$ cat config.mk
export PLATFORM = sky130hd
export DESIGN_NAME = ysyx_040066_trap_ctrl
export DESIGN_NICKNAME = d
export VERILOG_FILES = /design/src/rtl/ysyx_040066_trap_pkg.sv /design/src/rtl/ysyx_040066_trap_ctrl.sv
export SDC_FILE = /design/constraint.sdc
export NUM_CORES = 1
export LEC_CHECK = 0
export ABC_CLOCK_PERIOD_IN_PS = 2200
export BUFFER_PORTS_ARGS = -buffer_cell sky130_fd_sc_hd__buf_2
export CORE_AREA = 3 3 180 182
export CTS_BUF_LIST = sky130_fd_sc_hd__clkbuf_4
export CTS_CLUSTER_DIAMETER = 150
export DETAILED_ROUTE_END_ITERATION = 8
export DIE_AREA = 0 0 183 185
export SLEW_MARGIN = 20
export SYNTH_ARGS = -nofsm -noshare
export SYNTH_HDL_FRONTEND = slang
export SYNTH_SLANG_ARGS = --single-unit
$ cat constraint.sdc
create_clock -name clk -period 2.2 [get_ports clk]
set_input_delay 0.22 -clock clk [delete_from_list [all_inputs] [get_ports clk]]
set_output_delay 0.22 -clock clk [all_outputs]
set_load 0.02 [all_outputs]
$ cat src/rtl/ysyx_040066_trap_pkg.sv
// Shared definitions for the trap sequencer.
//   - trap_state_e    : FSM state encoding of ysyx_040066_trap_ctrl
//   - IrqTimerCause   : mcause value for the machine timer interrupt
//   - ExcEcall/...    : synchronous exception codes produced by the pipeline
package ysyx_040066_trap_pkg;

    typedef enum logic [2:0] {
        StIdle,
        StDrain,
        StTrap,
        StRet,
        StWait
    } trap_state_e;

    localparam logic [63:0] IrqTimerCause = 64'h8000_0000_0000_0007;

    localparam logic [3:0] ExcEcall   = 4'd11;
    localparam logic [3:0] ExcEbreak  = 4'd3;
    localparam logic [3:0] ExcIllegal = 4'd2;

endpackage

$ cat src/rtl/ysyx_040066_trap_ctrl.sv
// Trap sequencer between writeback and the CSR file. Converts committed
// synchronous exceptions, mret and the CLINT timer interrupt into one-cycle
// raise_intr / ret pulses, and flushes/holds the front end around them.
//
// Ports:
//   clk, rst                 clock, synchronous active-high reset
//   wb_valid                 an instruction commits this cycle
//   wb_pc, wb_next_pc        PC of the committing instruction and its successor
//   wb_exc, wb_exc_code      committing instruction raises an exception, its cause
//   wb_tval                  exception tval
//   wb_mret                  committing instruction is mret
//   irq_timer                CLINT timer level
//   csr_mstatus_mie          mstatus.MIE
//   csr_mie_mtie             mie.MTIE
//   pipe_empty               IF..MEM hold no valid instruction
//   fetch_pc                 PC the fetch stage would fetch next
//   raise_intr               trap pulse to the CSR
//   trap_no/trap_tval/trap_pc  mcause / mtval / mepc values (registered)
//   ret                      mret pulse to the CSR
//   clear_mip                clear mip.MTIP pulse (falling edge of irq_timer)
//   flush                    kill IF..MEM contents
//   fetch_hold               freeze fetch
//   busy                     FSM not idle
module ysyx_040066_trap_ctrl
    import ysyx_040066_trap_pkg::*;
#(
    parameter int unsigned XLEN      = 64,
    parameter int unsigned REDIR_CYC = 2
) (
    input  logic            clk,
    input  logic            rst,

    input  logic            wb_valid,
    input  logic [XLEN-1:0] wb_pc,
    input  logic [XLEN-1:0] wb_next_pc,
    input  logic            wb_exc,
    input  logic [3:0]      wb_exc_code,
    input  logic [XLEN-1:0] wb_tval,
    input  logic            wb_mret,

    input  logic            irq_timer,
    input  logic            csr_mstatus_mie,
    input  logic            csr_mie_mtie,

    input  logic            pipe_empty,
    input  logic [XLEN-1:0] fetch_pc,

    output logic            raise_intr,
    output logic [XLEN-1:0] trap_no,
    output logic [XLEN-1:0] trap_tval,
    output logic [XLEN-1:0] trap_pc,
    output logic            ret,
    output logic            clear_mip,
    output logic            flush,
    output logic            fetch_hold,
    output logic            busy
);

    // WAIT lasts REDIR_CYC cycles: load REDIR_CYC-1 and leave when it hits 0.
    localparam logic [3:0] RedirLoad = 4'(REDIR_CYC - 1);

    trap_state_e     state_q, state_d;
    logic [3:0]      cnt_q, cnt_d;
    logic [XLEN-1:0] trap_no_q, trap_no_d;
    logic [XLEN-1:0] trap_tval_q, trap_tval_d;
    logic [XLEN-1:0] trap_pc_q, trap_pc_d;
    logic            irq_q;

    logic irq_pend;
    logic commit_exc;
    logic commit_mret;

    assign irq_pend    = irq_timer & csr_mstatus_mie & csr_mie_mtie;
    assign commit_exc  = wb_valid & wb_exc;
    // An instruction that faults never retires as mret.
    assign commit_mret = wb_valid & wb_mret & ~wb_exc;

    always_comb begin
        state_d     = state_q;
        cnt_d       = cnt_q;
        trap_no_d   = trap_no_q;
        trap_tval_d = trap_tval_q;
        trap_pc_d   = trap_pc_q;
        flush       = 1'b0;
        fetch_hold  = 1'b0;

        unique case (state_q)
            StIdle: begin
                if (commit_exc) begin
                    trap_no_d   = {{(XLEN-4){1'b0}}, wb_exc_code};
                    trap_tval_d = wb_tval;
                    trap_pc_d   = wb_pc;
                    flush       = 1'b1;
                    fetch_hold  = 1'b1;
                    state_d     = StTrap;
                end else if (commit_mret) begin
                    flush       = 1'b1;
                    fetch_hold  = 1'b1;
                    state_d     = StRet;
                end else if (irq_pend) begin
                    state_d     = StDrain;
                end
            end

            StDrain: begin
                fetch_hold = 1'b1;
                // Committing exceptions/mret must never be lost, so they win over
                // the interrupt being withdrawn; the interrupt is re-checked in IDLE.
                if (commit_exc) begin
                    trap_no_d   = {{(XLEN-4){1'b0}}, wb_exc_code};
                    trap_tval_d = wb_tval;
                    trap_pc_d   = wb_pc;
                    flush       = 1'b1;
                    state_d     = StTrap;
                end else if (commit_mret) begin
                    flush       = 1'b1;
                    state_d     = StRet;
                end else if (!irq_pend) begin
                    state_d     = StIdle;
                end else if (wb_valid) begin
                    // Plain commit: resume after it, younger work is flushed.
                    trap_no_d   = IrqTimerCause[XLEN-1:0];
                    trap_tval_d = '0;
                    trap_pc_d   = wb_next_pc;
                    flush       = 1'b1;
                    state_d     = StTrap;
                end else if (pipe_empty) begin
                    // Nothing in flight: resume at the held fetch PC.
                    trap_no_d   = IrqTimerCause[XLEN-1:0];
                    trap_tval_d = '0;
                    trap_pc_d   = fetch_pc;
                    flush       = 1'b1;
                    state_d     = StTrap;
                end
            end

            StTrap: begin
                flush      = 1'b1;
                fetch_hold = 1'b1;
                cnt_d      = RedirLoad;
                state_d    = StWait;
            end

            StRet: begin
                flush      = 1'b1;
                fetch_hold = 1'b1;
                cnt_d      = RedirLoad;
                state_d    = StWait;
            end

            StWait: begin
                fetch_hold = 1'b1;
                if (cnt_q == 4'd0) begin
                    state_d = StIdle;
                end else begin
                    cnt_d = cnt_q - 4'd1;
                end
            end

            default: begin
                state_d = StIdle;
            end
        endcase
    end

    always_ff @(posedge clk) begin
        if (rst) begin
            state_q     <= StIdle;
            cnt_q       <= 4'd0;
            trap_no_q   <= '0;
            trap_tval_q <= '0;
            trap_pc_q   <= '0;
            irq_q       <= 1'b0;
        end else begin
            state_q     <= state_d;
            cnt_q       <= cnt_d;
            trap_no_q   <= trap_no_d;
            trap_tval_q <= trap_tval_d;
            trap_pc_q   <= trap_pc_d;
            irq_q       <= irq_timer;
        end
    end

    assign raise_intr = (state_q == StTrap);
    assign ret        = (state_q == StRet);
    assign busy       = (state_q != StIdle);
    assign clear_mip  = irq_q & ~irq_timer;
    assign trap_no    = trap_no_q;
    assign trap_tval  = trap_tval_q;
    assign trap_pc    = trap_pc_q;

endmodule

==> results of run 1 <==
cell type report:
cell class              count  area [µm²]  area share
well taps                 396       495.5     0.04635
clock buffers              17       127.6     0.01194
flip-flops and latches    141        2824      0.2642
diodes                      1       2.502   0.0002341
multi-input cells         634        3423      0.3202
inverters                   5       18.77    0.001756
clock inverters            15       155.1     0.01451
repair buffers            561        3643      0.3408
cell usage after synthesis, drive strengths merged (3+ instances only):
cell type and number:
a21oi 134, buf 104, clkbuf 31, dfxtp 141, inv 5, mux2i 65, nand2 198, nand2b 3
nand3 67, nor2 11, nor2b 3, nor3 8, o211ai 64, xnor2 3
worst min path at each step:
stage	start	end	slack [ns]	cells after the start
6_report	wb_exc	state_q[0]	0.09	3
4_1_cts	fetch_pc[12]	trap_pc[12]	0.02	5
3_3_place_gp	trap_tval[30]	trap_tval[30]	0.43	2
5_1_grt	wb_next_pc[7]	trap_pc[7]	0.03	5
3_5_place_dp	trap_tval[13]	trap_tval[13]	0.44	2
2_1_floorplan	irq_timer	irq_q	0.35	1
per-stage QoR:
step | util | cells | setup slack [ns] | hold slack [ns] | power, mW
3_3_place_gp | 0.2950 | 1604 | 0.4348 | 0.4348 | 4.360
6_report | 0.3477 | 1770 | 0.2476 | 0.09264 | 6.256
3_5_place_dp | 0.2950 | 1604 | 0.4056 | 0.4400 | 4.370
5_1_grt | 0.3477 | 1770 | 0.08067 | 0.02773 | 6.636
2_1_floorplan | - | 915 | 0.6645 | 0.3482 | 3.827
4_1_cts | 0.3475 | 1769 | 0.1185 | 0.01672 | 6.386
registers in the layout, indices dropped and copies added, names as in the netlist:
| name | cells |
|---|---|
| cnt_q | 4 |
| irq_q | 1 |
| state_q | 3 |
| trap_no | 5 |
| trap_pc | 64 |
| trap_tval | 64 |
logic make-up after synthesis:
family	synth area share
AO/OA/AOI/OAI	0.1784
XOR/XNOR	0.003831
adder cells (fa/ha/maj)	0.003648
buffers and inverters	0.1248
flip-flops	0.4115
multiplexers	0.09486
other	0.0005467
AND/OR/NAND/NOR	0.1824
cell usage in the layout (no fill, tap or decap), types with 2 or more instances in the layout:
cell and instances:
clkbuf_4 17, inv_1 5, ha_1 2, nor2b_1 3, mux2i_1 65, nand2b_1 3, inv_8 2, xnor2_1 3
dfxtp_1 140, o211ai_1 64, a31oi_1 2, nand2_1 198, conb_1 59, nor3_1 8, a21oi_1 133, buf_4 14
buf_2 405, dlygate4sd3_1 133, nor2_1 10, clkinvlp_4 4, or3_1 2, buf_12 9, nand3_1 66, inv_6 5
power breakdown:
part / switching (mW) / internal, mW / total (mW)
sequential: 0.0863 / 2.71 / 2.80
combinational: 0.995 / 0.711 / 1.71
clock: 1.15 / 0.601 / 1.75
total: 2.23 / 4.03 / 6.26
worst max-delay path, delay by kind of cell, from the launching register on:
family        cells  cell delay, ns
simple gates      1            0.32
mux               1            0.29
buf+inv           1            0.21
flops             1            0.40
metal layers:
metal  GRT usage  up-vias
met1      0.1684     3646
met4     0.05180        0
met5           0        -
met3     0.03397       51
met2      0.2662      360
li1            -     3847
what timing repair did:
item | 4_1_cts | 5_1_grt
hold endpoints to repair | 133 | 0
endpoints found under the setup margin | 0 | 1
gates resized for setup | 0 | 1
hold buffers | 133 | 0
==> impl_metrics.prom, run 1 <==
# TYPE chip_impl_metric gauge
chip_impl_metric{name="post-route-min-period",unit="ns"} 1.952
chip_impl_info{name="beginning_of_the_critical_path",value="state_q[1]"} 1
chip_impl_metric{name="dieArea",unit="mm²"} 0.03386
chip_impl_metric{name="gr-total-overflow",unit=""} 0
chip_impl_metric{name="proportion_of_synthesized_chip_area_in_sequential_cells",unit=""} 0.4115
chip_impl_metric{name="routability_cong",unit=""} 0.8400
chip_impl_metric{name="clk_path_buf_depth",unit=""} 2
chip_impl_info{name="critPathLaunchType",value="flip-flop"} 1
chip_impl_metric{name="post_synth_inst_count",unit=""} 857
chip_impl_metric{name="first_global_vias",unit=""} 7448
chip_impl_metric{name="insertion_delay",unit="ns"} 0.53
chip_impl_metric{name="final-setup-viol-count",unit=""} 0
chip_impl_metric{name="fmax",unit="GHz"} 0.5122
chip_impl_metric{name="final_nets",unit=""} 1631
chip_impl_info{name="critical_path.cell_chain",value="nor2_1, mux2i_1, buf_2"} 1
chip_impl_metric{name="via_per_inst",unit=""} 4.466
chip_impl_metric{name="r2r.worst_path.cells",unit=""} 6
chip_impl_metric{name="clock_sinks",unit=""} 141
chip_impl_metric{name="initial_core_util",unit=""} 0.2231
chip_impl_metric{name="max-vdd-ir-drop",unit="mV"} 0.3021
chip_impl_metric{name="die_w",unit="µm"} 183
chip_impl_metric{name="yosys_register_bits",unit=""} 141
chip_impl_info{name="top_layer_used",value="met4"} 1
chip_impl_info{name="hold_path.class",value="in2reg"} 1
chip_impl_metric{name="row_count",unit=""} 64
chip_impl_metric{name="drcViolationCount",unit=""} 0
chip_impl_metric{name="cellPowerDensity",unit="mW/mm²"} 585.2
chip_impl_metric{name="finish.instance_area",unit="mm²"} 0.01069
chip_impl_info{name="rsz0062_at_grt",value="false"} 1
chip_impl_metric{name="drv_cap",unit=""} 0
chip_impl_metric{name="via_count",unit=""} 7904
chip_impl_metric{name="wirelength",unit="µm"} 26840
chip_impl_metric{name="synth-warning-count",unit=""} 0
chip_impl_metric{name="grt.total_usage",unit=""} 0.1464
chip_impl_metric{name="htree_levels",unit=""} 4
chip_impl_metric{name="initial_antenna_violation_count",unit=""} 1
chip_impl_metric{name="path_clk_slew",unit="ns"} 0.14
chip_impl_info{name="cts_tree",value="built"} 1
chip_impl_info{name="synth-main-ff-cell",value="dfxtp_1"} 1
chip_impl_metric{name="cp.required",unit="ns"} 1.98
chip_impl_metric{name="slowest_delay",unit="ns"} 0.40
chip_impl_metric{name="relative_slew_slack",unit=""} 0.6561
chip_impl_metric{name="number_of_input_and_output_port_buffers_inserted",unit=""} 407
chip_impl_info{name="worstSetupPathType",value="reg2out"} 1
chip_impl_metric{name="ios",unit=""} 467
chip_impl_metric{name="crit_fanout",unit=""} 7
chip_impl_metric{name="number_of_enable_type_register_cells_in_the_synthesized_netlist",unit=""} 0
chip_impl_metric{name="synth_cell_type_count",unit=""} 33
chip_impl_metric{name="final_max_slew_viol_count",unit=""} 0
chip_impl_metric{name="cts.repair_timing.setup_buffer_count",unit=""} 0
chip_impl_metric{name="final.fill_count",unit=""} 3217
chip_impl_metric{name="routed-wl-met2",unit="µm"} 14020
chip_impl_metric{name="areaGrowthSynthToFinish",unit="%"} 55.86
chip_impl_metric{name="core_region",unit="mm²"} 0.03075
chip_impl_info{name="timing.critical_path.to",value="fetch_hold"} 1
chip_impl_metric{name="synth_async_sr_flop_share",unit=""} 0
chip_impl_metric{name="dr.pass1.iters",unit=""} 6
chip_impl_metric{name="grt_first_pass_wirelength",unit="µm"} 39560
chip_impl_info{name="critPathCaptureType",value="primary output"} 1
chip_impl_metric{name="finalCritPeriodShare",unit=""} 0.8875
chip_impl_metric{name="sum_of_net_half_perimeters_after_detailed_placement",unit="µm"} 18890
chip_impl_metric{name="ff2ff_setup_slack",unit="ns"} 0.40
chip_impl_metric{name="worst_pin_slew",unit="ns"} 0.5159
chip_impl_metric{name="leakage",unit="nW"} 4.936
chip_impl_info{name="synth_largest_area_cell",value="dfxtp_1"} 1
chip_impl_metric{name="postSynthAreaPerCell",unit="µm²"} 8.004
chip_impl_metric{name="dpl-instance-area",unit="mm²"} 0.009072
chip_impl_info{name="critical_path.reg2reg.startpoint",value="state_q[2]"} 1
chip_impl_metric{name="worst-endpoint-arrival",unit="ns"} 1.73
chip_impl_metric{name="grt_start_max_net_pins",unit=""} 72
chip_impl_metric{name="cts-buffers-inserted",unit=""} 17
chip_impl_info{name="worstReg2RegEnd",value="trap_pc[21]"} 1
chip_impl_metric{name="final.setup.tns",unit="ns"} 0
chip_impl_info{name="outcome",value="complete, no violations"} 1
chip_impl_metric{name="wl_per_cell",unit="µm"} 15.17
chip_impl_metric{name="final_layout_size_suffix_gt1_frac",unit=""} 0.3394
chip_impl_metric{name="post-synth-top-area-fraction",unit=""} 0.4115
chip_impl_metric{name="hold_viol",unit=""} 0
chip_impl_info{name="critical-path-slowest-cell",value="dfxtp_1"} 1
chip_impl_metric{name="wl_met3",unit="µm"} 1738
chip_impl_metric{name="post_synth_instance_area",unit="mm²"} 0.006859
chip_impl_metric{name="routedLengthMet1",unit="µm"} 10350
chip_impl_metric{name="clock_skew",unit="ns"} 0.01570
chip_impl_info{name="ys_top_cells_by_area",value="dfxtp_1 (41%), nand2_1 (11%), a21oi_1 (9.7%)"} 1
chip_impl_info{name="clk_root_buffer_cell",value="clkbuf_4"} 1
chip_impl_metric{name="detail_route.iter0.violations",unit=""} 424
chip_impl_metric{name="ant_nets",unit=""} 0
chip_impl_metric{name="die_h",unit="µm"} 185
(Power assumes the default switching activity.)
==> run 2: changes to the inputs <==
--- a/config.mk
+++ b/config.mk
@@ -5,13 +5,14 @@
 export SDC_FILE = /design/constraint.sdc
 export NUM_CORES = 1
 export LEC_CHECK = 0
+export ABC_AREA = 1
 export ABC_CLOCK_PERIOD_IN_PS = 2200
 export BUFFER_PORTS_ARGS = -buffer_cell sky130_fd_sc_hd__buf_2
-export CORE_AREA = 3 3 180 182
+export CORE_AREA = 3 3 182 184
 export CTS_BUF_LIST = sky130_fd_sc_hd__clkbuf_4
 export CTS_CLUSTER_DIAMETER = 150
 export DETAILED_ROUTE_END_ITERATION = 8
-export DIE_AREA = 0 0 183 185
+export DIE_AREA = 0 0 185 187
 export SLEW_MARGIN = 20
 export SYNTH_ARGS = -nofsm -noshare
 export SYNTH_HDL_FRONTEND = slang
==> impl_metrics.prom, run 2 <==
# TYPE chip_impl_metric gauge
chip_impl_metric{name="proportion_of_synthesized_chip_area_in_sequential_cells",unit=""} 0.3183
chip_impl_metric{name="row_count",unit=""} 65
chip_impl_metric{name="routedLengthMet1",unit="µm"} 13220
chip_impl_metric{name="postSynthAreaPerCell",unit="µm²"} 5.580
chip_impl_metric{name="detail_route.iter0.violations",unit=""} 401
chip_impl_info{name="critPathLaunchType",value="flip-flop"} 1
chip_impl_metric{name="leakage",unit="nW"} 7.509
chip_impl_metric{name="worst-endpoint-arrival",unit="ns"} 1.79
chip_impl_info{name="dominant_cell_by_count_in_the_synthesized_netlist",value="nand2_1"} 1
chip_impl_metric{name="routability_cong",unit=""} 0.8162
chip_impl_metric{name="path_buf_inv",unit=""} 3
chip_impl_info{name="critical-path-slowest-cell",value="dfxtp_2"} 1
chip_impl_metric{name="gr-total-overflow",unit=""} 0
chip_impl_metric{name="final_nets",unit=""} 2348
chip_impl_metric{name="number_of_enable_type_register_cells_in_the_synthesized_netlist",unit=""} 0
chip_impl_info{name="worstReg2RegEnd",value="trap_pc[39]"} 1
chip_impl_metric{name="clk_path_buf_depth",unit=""} 2
chip_impl_metric{name="final_max_slew_viol_count",unit=""} 0
chip_impl_info{name="hold_path.class",value="in2reg"} 1
chip_impl_metric{name="clock_skew",unit="ns"} 0.02533
chip_impl_metric{name="post_synth_instance_area",unit="mm²"} 0.008867
chip_impl_metric{name="final_layout_size_suffix_gt1_frac",unit=""} 0.2287
chip_impl_info{name="layout.cells.most_common",value="nand2_1"} 1
chip_impl_metric{name="fmax",unit="GHz"} 0.4983
chip_impl_info{name="beginning_of_the_critical_path",value="state_q[2]"} 1
chip_impl_metric{name="synth_async_sr_flop_share",unit=""} 0
chip_impl_info{name="highest_count_cells_in_the_layout_ignoring_fill_and_taps",value="nand2_1 (653), buf_2 (405), nor2_1 (219)"} 1
chip_impl_info{name="synth-main-ff-cell",value="dfxtp_1"} 1
chip_impl_metric{name="crit_fanout",unit=""} 22
chip_impl_info{name="synth_largest_area_cell",value="dfxtp_1"} 1
chip_impl_metric{name="first_global_vias",unit=""} 9962
chip_impl_info{name="outcome",value="complete, no violations"} 1
chip_impl_metric{name="ant_nets",unit=""} 0
chip_impl_metric{name="ios",unit=""} 467
chip_impl_metric{name="path_clk_slew",unit="ns"} 0.13
chip_impl_info{name="synth_commonest_cells",value="nand2_1 (657), nor2_1 (220), inv_1 (207)"} 1
chip_impl_metric{name="number_of_input_and_output_port_buffers_inserted",unit=""} 407
chip_impl_metric{name="post-layout-total-power",unit="mW"} 8.403
chip_impl_metric{name="wl_met3",unit="µm"} 2415
chip_impl_metric{name="die_h",unit="µm"} 187
chip_impl_info{name="cts_tree",value="built"} 1
chip_impl_metric{name="wirelength",unit="µm"} 32430
chip_impl_metric{name="ff2ff_setup_slack",unit="ns"} 0.30
chip_impl_info{name="rsz0062_at_grt",value="false"} 1
chip_impl_metric{name="wl_per_cell",unit="µm"} 12.99
chip_impl_metric{name="grt.total_usage",unit=""} 0.1776
chip_impl_info{name="worstSetupPathType",value="reg2out"} 1
chip_impl_metric{name="synth-warning-count",unit=""} 0
chip_impl_info{name="top_layer_used",value="met5"} 1
chip_impl_info{name="critical_path.cell_chain",value="inv_2, nand2_1, nor2_4, buf_12, o21ai_0, nand3_1, clkbuf_4"} 1
chip_impl_metric{name="clock_sinks",unit=""} 141
chip_impl_info{name="critical-path-top-delay-family",value="buffers and inverters"} 1
chip_impl_metric{name="dieArea",unit="mm²"} 0.03460
chip_impl_metric{name="drcViolationCount",unit=""} 0
chip_impl_metric{name="cp.required",unit="ns"} 1.98
chip_impl_info{name="clk_root_buffer_cell",value="clkbuf_4"} 1
chip_impl_metric{name="core_region",unit="mm²"} 0.03156
chip_impl_metric{name="areaGrowthSynthToFinish",unit="%"} 44.39
chip_impl_metric{name="initial_core_util",unit=""} 0.2810
chip_impl_metric{name="r2r.worst_path.cells",unit=""} 11
chip_impl_metric{name="insertion_delay",unit="ns"} 0.57
chip_impl_metric{name="min_delay_path_depth",unit=""} 5
chip_impl_metric{name="routed-wl-met2",unit="µm"} 16110
chip_impl_info{name="ys_top_cells_by_area",value="dfxtp_1 (32%), nand2_1 (28%), nor2_1 (9.3%)"} 1
chip_impl_metric{name="post-synth-top-area-fraction",unit=""} 0.3183
chip_impl_metric{name="fin_hold_ws",unit="ns"} 0.08042
chip_impl_metric{name="htree_levels",unit=""} 4
chip_impl_metric{name="grt_start_max_net_pins",unit=""} 128
chip_impl_info{name="critical_path.reg2reg.startpoint",value="state_q[2]"} 1
chip_impl_metric{name="hold_viol",unit=""} 0
chip_impl_info{name="critPathCaptureType",value="primary output"} 1
chip_impl_metric{name="final-setup-viol-count",unit=""} 0
chip_impl_metric{name="yosys_register_bits",unit=""} 141
chip_impl_metric{name="dr.pass1.iters",unit=""} 5
chip_impl_info{name="holdPathEnd",value="trap_tval[40]"} 1
chip_impl_metric{name="cellPowerDensity",unit="mW/mm²"} 656.3
chip_impl_metric{name="via_count",unit=""} 10570
chip_impl_metric{name="max-vdd-ir-drop",unit="mV"} 0.3104
chip_impl_metric{name="initial_antenna_violation_count",unit=""} 5
chip_impl_metric{name="post_synth_inst_count",unit=""} 1589
chip_impl_metric{name="drv_cap",unit=""} 0
chip_impl_metric{name="cts-buffers-inserted",unit=""} 17
chip_impl_metric{name="post-route-min-period",unit="ns"} 2.007
chip_impl_metric{name="synth_cell_type_count",unit=""} 23
chip_impl_metric{name="sum_of_net_half_perimeters_after_detailed_placement",unit="µm"} 22650
chip_impl_metric{name="finalCritPeriodShare",unit=""} 0.9122
chip_impl_metric{name="grt_first_pass_wirelength",unit="µm"} 49590
chip_impl_info{name="hold_path.startpoint",value="wb_tval[40]"} 1
chip_impl_metric{name="via_per_inst",unit=""} 4.231
chip_impl_metric{name="slowest_delay",unit="ns"} 0.37
chip_impl_metric{name="die_w",unit="µm"} 185
[run 2: cell type report]
type	instances	area, µm²
Antenna cell	5	12.51
Clock buffer	17	127.6
Clock inverter	15	219.0
Fill cell	3377	18750
Inverter	211	792.0
Multi-Input combinational cell	1142	4611
Sequential cell	141	2828
Tap cell	402	503.0
Timing Repair Buffer	564	3711
[run 2: how the worst max path moves through the flow]
| stage | to | slack (ns) | cells past startpoint |
|---|---|---|---|
| 3_3_place_gp | trap_tval[60] | 0.36 | 10 |
| 4_1_cts | flush | -0.02 | 7 |
| 6_report | flush | 0.19 | 7 |
| 2_1_floorplan | trap_pc[23] | 0.75 | 9 |
| 5_1_grt | flush | 0.01 | 7 |
| 3_5_place_dp | trap_tval[54] | 0.31 | 10 |
[run 2: worst register-to-register path, cell delays in order, from the launching register on]
cell,delay (ns)
dfxtp_2,0.40
inv_2,0.07
nand2_1,0.10
nor2_4,0.06
buf_4,0.15
buf_4,0.17
nand2_4,0.11
buf_12,0.35
nand2_1,0.22
nand2_1,0.09
nor2_1,0.04
nor2_1,0.09
[run 2: cells by family after synthesis]
group                      Yosys count  synth area share
AOI/OAI and AO/OA                  118           0.06660
other                                1         0.0004229
buffers and inverters              364            0.1903
DFF                                141            0.3183
and+or+nand+nor                    963            0.4215
adders and majority gates            2          0.002822
[run 2: through the flow]
step,cell area [µm²],utilization,instances,setup TNS (ns),worst slack [ns]
after floorplan,9085,-,1647,0,0.7469
after global placement,11060,0.3504,2327,0,0.3603
after detailed placement,11060,0.3504,2327,0,0.3096
after CTS,12770,0.4047,2491,-0.01554,-0.01554
after global routing,12800,0.4056,2495,0,0.01358
final,12800,0.4057,2497,0,0.1931
[run 2: where the power goes]
group | leakage (nW) | internal, mW | switching, mW
Sequential | 1.15 | 2.83 | 0.154
Combinational | 6.18 | 1.22 | 2.10
Clock | 0.178 | 1.01 | 1.09
Total | 7.51 | 5.06 | 3.34
[run 2: routing by layer]
metal | vias up | global-route usage
li1 | 5557 | -
met2 | 352 | 0.3198
met5 | - | 0
met1 | 4612 | 0.1996
met3 | 41 | 0.05406
met4 | 4 | 0.05368
[run 2: timing repair]
| item | in CTS | in global routing |
|---|---|---|
| hold buffers | 131 | 0 |
| endpoints found under the setup margin | 2 | 2 |
| buffers inserted | 0 | 1 |
| pin swaps | 0 | 1 |
| cloned | 1 | 0 |
| hold endpoints to repair | 131 | 0 |
| resized for setup | 6 | 5 |
==> run 3: changes to the inputs <==
--- a/config.mk
+++ b/config.mk
@@ -13,6 +13,7 @@
 export CTS_CLUSTER_DIAMETER = 150
 export DETAILED_ROUTE_END_ITERATION = 8
 export DIE_AREA = 0 0 185 187
+export SETUP_SLACK_MARGIN = 0.3
 export SLEW_MARGIN = 20
 export SYNTH_ARGS = -nofsm -noshare
 export SYNTH_HDL_FRONTEND = slang
==> impl_metrics.prom, run 3 (synthesis results as in run 2) <==
# TYPE chip_impl_metric gauge
chip_impl_info{name="outcome",value="complete, no violations"} 1
chip_impl_metric{name="via_per_inst",unit=""} 4.313
chip_impl_metric{name="final.fill_count",unit=""} 3347
chip_impl_info{name="hold_path.startpoint",value="wb_exc_code[3]"} 1
chip_impl_metric{name="die_h",unit="µm"} 187
chip_impl_metric{name="clk_path_buf_depth",unit=""} 2
chip_impl_info{name="highest_count_cells_in_the_layout_ignoring_fill_and_taps",value="nand2_1 (651), buf_2 (404), nor2_1 (217)"} 1
chip_impl_metric{name="wl_per_cell",unit="µm"} 13.78
chip_impl_info{name="layout.cells.most_common",value="nand2_1"} 1
chip_impl_metric{name="ff2ff_setup_slack",unit="ns"} 0.43
chip_impl_metric{name="final_layout_size_suffix_gt1_frac",unit=""} 0.2391
chip_impl_metric{name="dieArea",unit="mm²"} 0.03460
chip_impl_metric{name="finish.instance_area",unit="mm²"} 0.01313
chip_impl_metric{name="grt.total_usage",unit=""} 0.1837
chip_impl_metric{name="power.share.clock",unit=""} 0.240
chip_impl_metric{name="dpl-instance-area",unit="mm²"} 0.01106
chip_impl_metric{name="cellPowerDensity",unit="mW/mm²"} 667.7
chip_impl_metric{name="power.switching_fraction",unit=""} 0.3981
chip_impl_metric{name="grt_first_pass_wirelength",unit="µm"} 51090
chip_impl_metric{name="path_clk_slew",unit="ns"} 0.12
chip_impl_metric{name="finalCritPeriodShare",unit=""} 0.8404
chip_impl_metric{name="post-route-min-period",unit="ns"} 1.849
chip_impl_metric{name="setup_ws",unit="ns"} 0.3511
chip_impl_info{name="holdPathEnd",value="trap_no[3]"} 1
chip_impl_metric{name="row_count",unit=""} 65
chip_impl_metric{name="combinational_group_share_of_total_power",unit=""} 0.420
chip_impl_metric{name="net-switching-power",unit="mW"} 3.489
chip_impl_metric{name="dr.pass1.iters",unit=""} 5
chip_impl_info{name="beginning_of_the_critical_path",value="irq_timer"} 1
chip_impl_metric{name="insertion_delay",unit="ns"} 0.57
chip_impl_info{name="clk_root_buffer_cell",value="clkbuf_4"} 1
chip_impl_metric{name="die_w",unit="µm"} 185
chip_impl_info{name="rsz0062_at_grt",value="true"} 1
chip_impl_metric{name="share_of_power_burned_in_registers",unit=""} 0.340
chip_impl_metric{name="fmax",unit="GHz"} 0.5409
chip_impl_metric{name="ios",unit=""} 467
chip_impl_metric{name="cts-buffers-inserted",unit=""} 17
chip_impl_info{name="worstSetupPathType",value="in2out"} 1
chip_impl_metric{name="final_nets",unit=""} 2366
chip_impl_metric{name="postLayoutCoreUtil",unit=""} 0.4160
chip_impl_metric{name="via_count",unit=""} 10850
chip_impl_metric{name="ant_nets",unit=""} 0
chip_impl_metric{name="sum_of_net_half_perimeters_after_detailed_placement",unit="µm"} 22650
chip_impl_metric{name="max-vdd-ir-drop",unit="mV"} 0.3492
chip_impl_metric{name="routability_cong",unit=""} 0.8162
chip_impl_metric{name="hold_viol",unit=""} 0
chip_impl_metric{name="clock_sinks",unit=""} 141
chip_impl_metric{name="initial_core_util",unit=""} 0.2810
chip_impl_metric{name="final.setup.tns",unit="ns"} 0
chip_impl_info{name="critical_path.reg2reg.startpoint",value="state_q[2]"} 1
chip_impl_metric{name="wirelength",unit="µm"} 34660
chip_impl_metric{name="detail_route.iter0.violations",unit=""} 460
chip_impl_metric{name="worst_pin_slew",unit="ns"} 0.5025
chip_impl_metric{name="crit_fanout",unit=""} 4
chip_impl_metric{name="final-setup-viol-count",unit=""} 0
chip_impl_info{name="cts_tree",value="built"} 1
chip_impl_metric{name="htree_levels",unit=""} 4
chip_impl_metric{name="intPower",unit="mW"} 5.275
chip_impl_metric{name="leakage",unit="nW"} 7.687
chip_impl_metric{name="core_region",unit="mm²"} 0.03156
chip_impl_metric{name="detailedPlace.worstSlack",unit="ns"} 0.3096
chip_impl_info{name="critPathCaptureType",value="primary output"} 1
chip_impl_info{name="hold_path.class",value="in2reg"} 1
chip_impl_metric{name="worst-endpoint-arrival",unit="ns"} 1.63
chip_impl_metric{name="relative_slew_slack",unit=""} 0.6650
chip_impl_metric{name="drcViolationCount",unit=""} 0
chip_impl_metric{name="gr-total-overflow",unit=""} 0
chip_impl_info{name="worstReg2RegEnd",value="trap_pc[39]"} 1
chip_impl_metric{name="first_global_vias",unit=""} 10090
chip_impl_metric{name="number_of_input_and_output_port_buffers_inserted",unit=""} 407
chip_impl_metric{name="grt_start_max_net_pins",unit=""} 128
chip_impl_metric{name="post-layout-total-power",unit="mW"} 8.764
chip_impl_metric{name="drv_cap",unit=""} 0
chip_impl_metric{name="min_delay_path_depth",unit=""} 5
chip_impl_metric{name="initial_antenna_violation_count",unit=""} 5
chip_impl_metric{name="r2r.worst_path.cells",unit=""} 11
chip_impl_metric{name="areaGrowthSynthToFinish",unit="%"} 48.03
chip_impl_metric{name="final_max_slew_viol_count",unit=""} 0
chip_impl_info{name="critPathLaunchType",value="primary input"} 1
chip_impl_metric{name="cp.required",unit="ns"} 1.98
chip_impl_metric{name="clock_skew",unit="ns"} 0.02868
-- run 3: worst max path at each step --
stage / endpoint / slack (ns)
2_1_floorplan: trap_pc[23] / 0.75
3_3_place_gp: trap_tval[60] / 0.36
3_5_place_dp: trap_tval[54] / 0.31
4_1_cts: fetch_hold / 0.28
5_1_grt: fetch_hold / 0.23
6_report: flush / 0.35
-- run 3: what timing repair did --
item / CTS / global route
pin swaps: 6 / 5
gates resized for setup: 28 / 5
hold endpoints to repair: 131 / 0
setup buffers: 11 / 2
cloned: 4 / 3
setup endpoints to repair: 3 / 50
hold buffers: 131 / 0
-- run 3: power by group through the flow --
stage	combinational (mW)	sequential [mW]	clock [mW]
6_report	3.68	2.98	2.10
5_1_grt	4.08	3.02	2.30
4_1_cts	3.61	2.98	2.19
3_5_place_dp	3.07	3.03	0
3_3_place_gp	3.04	3.03	0
2_1_floorplan	1.79	3.32	0
-- run 3: layer usage --
metal  vias up  routed length [µm]  GRT usage
li1       5597                   -          -
met1      4794               13940     0.2062
met2       403               17390     0.3310
met3        49                2572    0.05504
met4         4                 731    0.05685
met5         -                  16          0
-- run 3: worst max-delay path: stages --
cell	delay [ns]
dlygate4sd3_1	0.54
buf_2	0.14
nand3_1	0.26
nor2_1	0.08
o21ai_1	0.15
nand3_2	0.09
buf_6	0.15
-- run 3: final cells by class --
type | count | area [µm²] | area share
clock inverters | 15 | 219.0 | 0.01668
repair buffers | 581 | 3974 | 0.3027
inverters | 211 | 794.5 | 0.06053
well taps | 402 | 503.0 | 0.03832
flip-flops and latches | 141 | 2834 | 0.2159
clock buffers | 17 | 127.6 | 0.009723
multi-input cells | 1143 | 4662 | 0.3552
diodes | 5 | 12.51 | 0.0009532
-- run 3: through the flow --
step	std cells	hold WS, ns
finish	2515	0.07239
global route	2513	0.03729
CTS	2505	0.0007622
detailed placement	2327	0.4387
global placement	2327	0.4473
floorplan	1647	0.3270
